[src/rtl/fp_div_pkg.sv]
// Shared types and constants for the two-requester fp_divider front end.
package fp_div_pkg;

  typedef enum logic [1:0] {
    ST_IDLE   = 2'd0,
    ST_RUN    = 2'd1,
    ST_SETTLE = 2'd2,
    ST_RESP   = 2'd3
  } state_e;

  localparam int          FP_W       = 32;
  localparam logic [30:0] FP_INF_MAG = 31'h7F800000;

  // True for a +0 or -0 single-precision value.
  function automatic logic is_zero(input logic [FP_W-1:0] b);
    return (b[FP_W-2:0] == '0);
  endfunction

endpackage

[src/rtl/rr_arb2.sv]
// Two-way round-robin grant; the grant doubles as the requester's ready.
module rr_arb2 (
  input  logic clk,
  input  logic rst_n,
  input  logic en,
  input  logic req0,
  input  logic req1,
  output logic gnt0,
  output logic gnt1
);

  logic last1_q;
  logic last1_d;

  // last1_q=1 means requester 1 was granted last, so requester 0 wins a tie.
  always_comb begin
    gnt0    = en & req0 & (~req1 | last1_q);
    gnt1    = en & req1 & (~req0 | ~last1_q);
    last1_d = last1_q;
    if (gnt0 | gnt1) begin
      last1_d = gnt1;
    end
  end

  always_ff @(posedge clk) begin
    if (!rst_n) begin
      last1_q <= 1'b1;
    end else begin
      last1_q <= last1_d;
    end
  end

endmodule

[src/rtl/fp_div_arbiter.sv]
// Arbitrates two divide requesters onto one fp_divider, sequencing its
// run/settle phases and resolving divide-by-zero locally.
module fp_div_arbiter
  import fp_div_pkg::*;
#(
  parameter int RUN_CYCLES    = 26,
  parameter int SETTLE_CYCLES = 24
) (
  input  logic        int_clk,
  input  logic        rst_n,
  input  logic        req0_valid,
  output logic        req0_ready,
  input  logic [31:0] req0_a,
  input  logic [31:0] req0_b,
  input  logic        req1_valid,
  output logic        req1_ready,
  input  logic [31:0] req1_a,
  input  logic [31:0] req1_b,
  output logic        rsp0_valid,
  input  logic        rsp0_ready,
  output logic        rsp1_valid,
  input  logic        rsp1_ready,
  output logic [31:0] rsp_data,
  output logic        rsp_dz,
  output logic [31:0] div_a,
  output logic [31:0] div_b,
  output logic        div_go,
  input  logic [31:0] div_result,
  output logic [1:0]  dbg_state
);

  localparam int MAX_CYC = (RUN_CYCLES > SETTLE_CYCLES) ? RUN_CYCLES : SETTLE_CYCLES;
  localparam int CW      = (MAX_CYC > 1) ? $clog2(MAX_CYC) : 1;

  // Handshake: a request transfers on an edge where valid & ready are both
  // high; a response transfers on an edge where rspN_valid & rspN_ready are high.
  state_e          state_q, state_d;
  logic [CW-1:0]   cnt_q, cnt_d;
  logic            owner_q, owner_d;
  logic [FP_W-1:0] div_a_q, div_a_d;
  logic [FP_W-1:0] div_b_q, div_b_d;
  logic [FP_W-1:0] rsp_data_q, rsp_data_d;
  logic            rsp_dz_q, rsp_dz_d;

  logic            gnt0, gnt1, accept, rsp_hs;
  logic [FP_W-1:0] sel_a, sel_b;

  rr_arb2 u_arb (
    .clk   (int_clk),
    .rst_n (rst_n),
    .en    (rst_n && (state_q == ST_IDLE)),
    .req0  (req0_valid),
    .req1  (req1_valid),
    .gnt0  (gnt0),
    .gnt1  (gnt1)
  );

  always_comb begin
    state_d    = state_q;
    cnt_d      = cnt_q;
    owner_d    = owner_q;
    div_a_d    = div_a_q;
    div_b_d    = div_b_q;
    rsp_data_d = rsp_data_q;
    rsp_dz_d   = rsp_dz_q;
    accept     = gnt0 | gnt1;
    sel_a      = gnt1 ? req1_a : req0_a;
    sel_b      = gnt1 ? req1_b : req0_b;
    rsp_hs     = owner_q ? rsp1_ready : rsp0_ready;

    case (state_q)
      ST_IDLE: begin
        if (accept) begin
          owner_d = gnt1;
          div_a_d = sel_a;
          div_b_d = sel_b;
          if (is_zero(sel_b)) begin
            // Signed infinity without touching the divider.
            rsp_data_d = {sel_a[FP_W-1] ^ sel_b[FP_W-1], FP_INF_MAG};
            rsp_dz_d   = 1'b1;
            state_d    = ST_RESP;
          end else begin
            rsp_dz_d = 1'b0;
            cnt_d    = CW'(RUN_CYCLES - 1);
            state_d  = ST_RUN;
          end
        end
      end
      ST_RUN: begin
        if (cnt_q == '0) begin
          cnt_d   = CW'(SETTLE_CYCLES - 1);
          state_d = ST_SETTLE;
        end else begin
          cnt_d = cnt_q - CW'(1);
        end
      end
      ST_SETTLE: begin
        if (cnt_q == '0) begin
          rsp_data_d = div_result;
          state_d    = ST_RESP;
        end else begin
          cnt_d = cnt_q - CW'(1);
        end
      end
      ST_RESP: begin
        if (rsp_hs) begin
          state_d = ST_IDLE;
        end
      end
      default: state_d = ST_IDLE;
    endcase
  end

  always_ff @(posedge int_clk) begin
    if (!rst_n) begin
      state_q    <= ST_IDLE;
      cnt_q      <= '0;
      owner_q    <= 1'b0;
      div_a_q    <= '0;
      div_b_q    <= '0;
      rsp_data_q <= '0;
      rsp_dz_q   <= 1'b0;
    end else begin
      state_q    <= state_d;
      cnt_q      <= cnt_d;
      owner_q    <= owner_d;
      div_a_q    <= div_a_d;
      div_b_q    <= div_b_d;
      rsp_data_q <= rsp_data_d;
      rsp_dz_q   <= rsp_dz_d;
    end
  end

  assign req0_ready = gnt0;
  assign req1_ready = gnt1;
  assign rsp0_valid = (state_q == ST_RESP) && !owner_q;
  assign rsp1_valid = (state_q == ST_RESP) && owner_q;
  assign rsp_data   = rsp_data_q;
  assign rsp_dz     = rsp_dz_q;
  assign div_a      = div_a_q;
  assign div_b      = div_b_q;
  assign div_go     = (state_q == ST_RUN);
  assign dbg_state  = state_q;

endmodule

[config.mk]
export PLATFORM = sky130hd
export DESIGN_NAME = fp_div_arbiter
export DESIGN_NICKNAME = d
export VERILOG_FILES = /design/src/rtl/fp_div_pkg.sv /design/src/rtl/rr_arb2.sv /design/src/rtl/fp_div_arbiter.sv
export SDC_FILE = /design/constraint.sdc
export NUM_CORES = 1
export LEC_CHECK = 0
export ABC_AREA = 0
export CAP_MARGIN = 0
export CORE_AREA = 2 2 105 107
export CTS_BUF_LIST = sky130_fd_sc_hd__clkbuf_4 sky130_fd_sc_hd__clkbuf_8 sky130_fd_sc_hd__clkbuf_16
export DETAILED_ROUTE_END_ITERATION = 8
export DIE_AREA = 0 0 107 109
export DONT_BUFFER_PORTS = 1
export SYNTH_ARGS = -nofsm -noshare
export SYNTH_HDL_FRONTEND = slang
export SYNTH_SLANG_ARGS = --single-unit
[constraint.sdc]
create_clock -name int_clk -period 2 [get_ports int_clk]
set_clock_uncertainty 0.15 [all_clocks]
set_input_delay 0 -clock int_clk [delete_from_list [all_inputs] [get_ports int_clk]]
set_output_delay 0 -clock int_clk [all_outputs]
set_load 0.05 [all_outputs]
==> results.py <==
metrics = {
    "finish": {
        "antenna_cells": 0,
        "drive_gt1_share_pct": 17.28,
        "area_growth_pct": 48.03,
        "nets": 983,
    },
    "global_routing": {
        "grt_antenna_before_repair": 0,
        "grt_pass1_vias": 5436,
        "grt_pass1_wl_um": 26060,
        "grt_usage_pct": 28.22,
        "overflow": 0,
        "grt_max_degree": 94,
    },
    "routing": {
        "drc": 0,
        "wirelength_um": 17970,
        "wire_per_inst_um": 18.80,
        "dr.first_iter.drc_count": 509,
        "dr.pass1.iters": 5,
        "detail-route-antenna-nets": 0,
        "vias": 5605,
        "routed_via_density": 5.863,
    },
    "timing": {
        "drv_slew": 0,
        "rsz0062_at_grt": "yes",
        "fin_crit_sh_pct": 102.4,
        "fin_ws_ns": -0.04858,
        "whs_ns": -0.4034,
        "hold_viol_final": 53,
        "maxSlewHeadroom_pct": 49.92,
        "post-route-min-period_ns": 2.049,
        "tightest_slew_ns": 0.7488,
        "setup_viol": 17,
        "fmax_ghz": 0.4881,
    },
    "critical_path": {
        "regToRegStartpoint": "dbg_state[1]",
        "r2r_cells": 9,
        "start_kind": "flop",
        "critPathArrivalTime_ns": 2.21,
        "path_max_fanout": 28,
        "r2r_setup_slack_ns": -0.05,
        "rr_endpoint": "rsp_data[3]",
        "required_ns": 2.16,
        "crit_path_end_kind": "flop",
        "critical_path_class": "reg2reg",
    },
    "power_and_ir_drop": {
        "leakage_nw": 2.998,
        "seqPwrFrac_pct": 32.1,
        "p_switching_mw": 4.123,
        "p_int_mw": 4.978,
        "power.total_mw": 9.101,
        "p_per_area_nw_per_um2": 1244,
        "switching_share_pct": 45.31,
        "power.share.clock_pct": 16.1,
        "peakVddDrop_mv": 0.6752,
        "combPwrFrac_pct": 51.8,
    },
    "job": {
        "cap_violations": 0,
    },
    "yosys": {
        "synth-seq-cells": 106,
        "synthTopCellsByCount": "nand2_1, dfxtp_1, nand3_1, nor2_1, a311oi_1",
        "synth_top_cell_area_share_pct": 42.94,
        "ys_seq_area_share_pct": 42.94,
        "ys.warnings.count": 0,
        "synth_flop_cell": "dfxtp_1",
        "synth_fp_nets": 801,
        "synthMostInstantiatedCell": "nand2_1",
        "synth_area_leaders": "dfxtp_1, nand2_1, a311oi_1, nand3_1, nor2_1",
        "syn_area_um2": 4942,
        "synth_edf_count": 0,
        "avgSynthCellArea_um2": 7.857,
        "async_flop_share_pct": 0,
        "synth_top_cell_by_area": "dfxtp_1",
        "syn_inst": 629,
        "synthDistinctLibCells": 41,
    },
    "floorplanning": {
        "start_util_pct": 46.61,
        "die_w_um": 107,
        "fp.dieH_um": 109,
        "io_pins": 270,
        "core_um2": 10600,
        "row_count": 38,
        "die_area_um2": 11660,
    },
    "clock_tree": {
        "tritoncts": "yes",
        "insertion_delay_ns": 0.37,
        "htree_levels": 3,
        "clkSlewWorstSetupHoldPaths_ns": 0.11,
        "root_buffer": "clkbuf_8",
        "cts_buffer_depth": 2,
        "cts.sinks": 106,
        "cts_buffers": 9,
    },
    "hold_path": {
        "hp-start": "rst_n",
        "min_to": "div_b[15]",
        "hold_class": "in2reg",
        "min_path_cells": 1,
    },
    "run_status": {
        "status": "complete, but fails checks",
        "violations": "hold timing, setup timing",
    },
    "placement": {
        "globalplace.congestion": 0.9103,
        "portBuffers": 0,
        "dp_hpwl_um": 10630,
    },
}
-- how the worst max path moves through the flow --
| stage | startpoint | to | slack, ns | cells after the start |
|---|---|---|---|---|
| 2_1_floorplan | dbg_state[0] | rsp_data[31] | 0.01 | 9 |
| 3_3_place_gp | dbg_state[1] | rsp_data[31] | -0.04 | 8 |
| 3_5_place_dp | dbg_state[1] | rsp_data[31] | -0.10 | 8 |
| 4_1_cts | dbg_state[1] | rsp_data[31] | -0.02 | 8 |
| 5_1_grt | dbg_state[1] | rsp_data[3] | -0.11 | 9 |
| 6_report | dbg_state[1] | rsp_data[3] | -0.05 | 9 |
-- flip-flops by register name (all words and copies together) (netlist names) --
signal / flops
div_a: 32
div_b: 32
rsp_data: 32
cnt_q: 5
dbg_state: 2
owner_q: 1
rsp_dz: 1
u_arb.last1_q: 1
-- cell usage in the layout, fill, tap and decap left out, types with 3 or more instances in the layout --
cell	n
nor3_1	4
o21ai_1	34
clkbuf_16	3
buf_12	7
nand2_1	136
nand4_1	5
nand3_1	72
o211a_1	16
nor2_1	60
dfxtp_1	104
nor4_1	14
ha_2	3
clkbuf_8	9
dlygate4sd3_1	128
o21ai_0	16
a21oi_1	11
mux2i_1	4
buf_4	86
o211ai_1	4
a311oi_1	47
inv_1	4
-- layer usage --
metal	routed length, um	global-route usage [%]	up-vias
met5	0	0	-
li1	-	-	2609
met2	9110	49.86	352
met1	6634	31.12	2578
met4	568	13.82	0
met3	1657	8.189	66
-- repair_timing --
action	4_1_cts	5_1_grt
gates cloned	0	2
resized for setup	11	7
hold buffers	126	2
endpoints found under the hold margin	104	72
endpoints found under the setup margin	49	47
pin swaps	2	2
buffers inserted	3	2
-- logic make-up after synthesis --
logic type / Yosys count / share of synthesized area, %
multiplexers: 4 / 0.8102
AO/OA/AOI/OAI: 141 / 20.84
flip-flops: 106 / 42.94
adder cells (fa/ha/maj): 6 / 1.519
buffers and inverters: 61 / 5.899
XOR/XNOR: 3 / 0.5317
AND/OR/NAND/NOR: 308 / 27.47
-- metrics by stage --
stage | cell area [um2] | utilization [%] | setup TNS, ns | worst slack (ns) | std cells
floorplan | 4971 | - | 0 | 0.01324 | 629
global placement | 5648 | 53.27 | -0.6355 | -0.04003 | 805
detailed placement | 5648 | 53.27 | -2.796 | -0.1008 | 805
CTS | 7202 | 67.93 | -0.03084 | -0.02034 | 950
global route | 7316 | 69.00 | -3.753 | -0.1081 | 956
finish | 7316 | 69.00 | -0.1658 | -0.04858 | 956
-- cell type report --
class / instances / area (um2)
Clock buffer: 10 / 148.9
Clock inverter: 6 / 71.32
Fill cell: 801 / 3287
Inverter: 8 / 40.04
Multi-Input combinational cell: 462 / 2623
Sequential cell: 106 / 2130
Tap cell: 140 / 175.2
Timing Repair Buffer: 224 / 2128
-- power by group through the flow --
stage                     Sequential, mW  Combinational, mW  Clock (mW)
after floorplan                     3.93               1.97           0
after global placement              2.94               4.06           0
after detailed placement            2.95               4.16           0
after CTS                           2.92               4.52        1.49
after global routing                2.96               5.01        1.57
final                               2.93               4.71        1.46
-- critical path: stages (launching register included) --
cell and delay, ns:
dfxtp_4 0.36, inv_4 0.06, ha_4 0.19, nand3_1 0.12, o211ai_1 0.21, o22ai_2 0.15
a31oi_4 0.27, buf_12 0.21, nand3_1 0.11, o21ai_1 0.15
No activity file was read; power rests on OpenSTA's default activity.
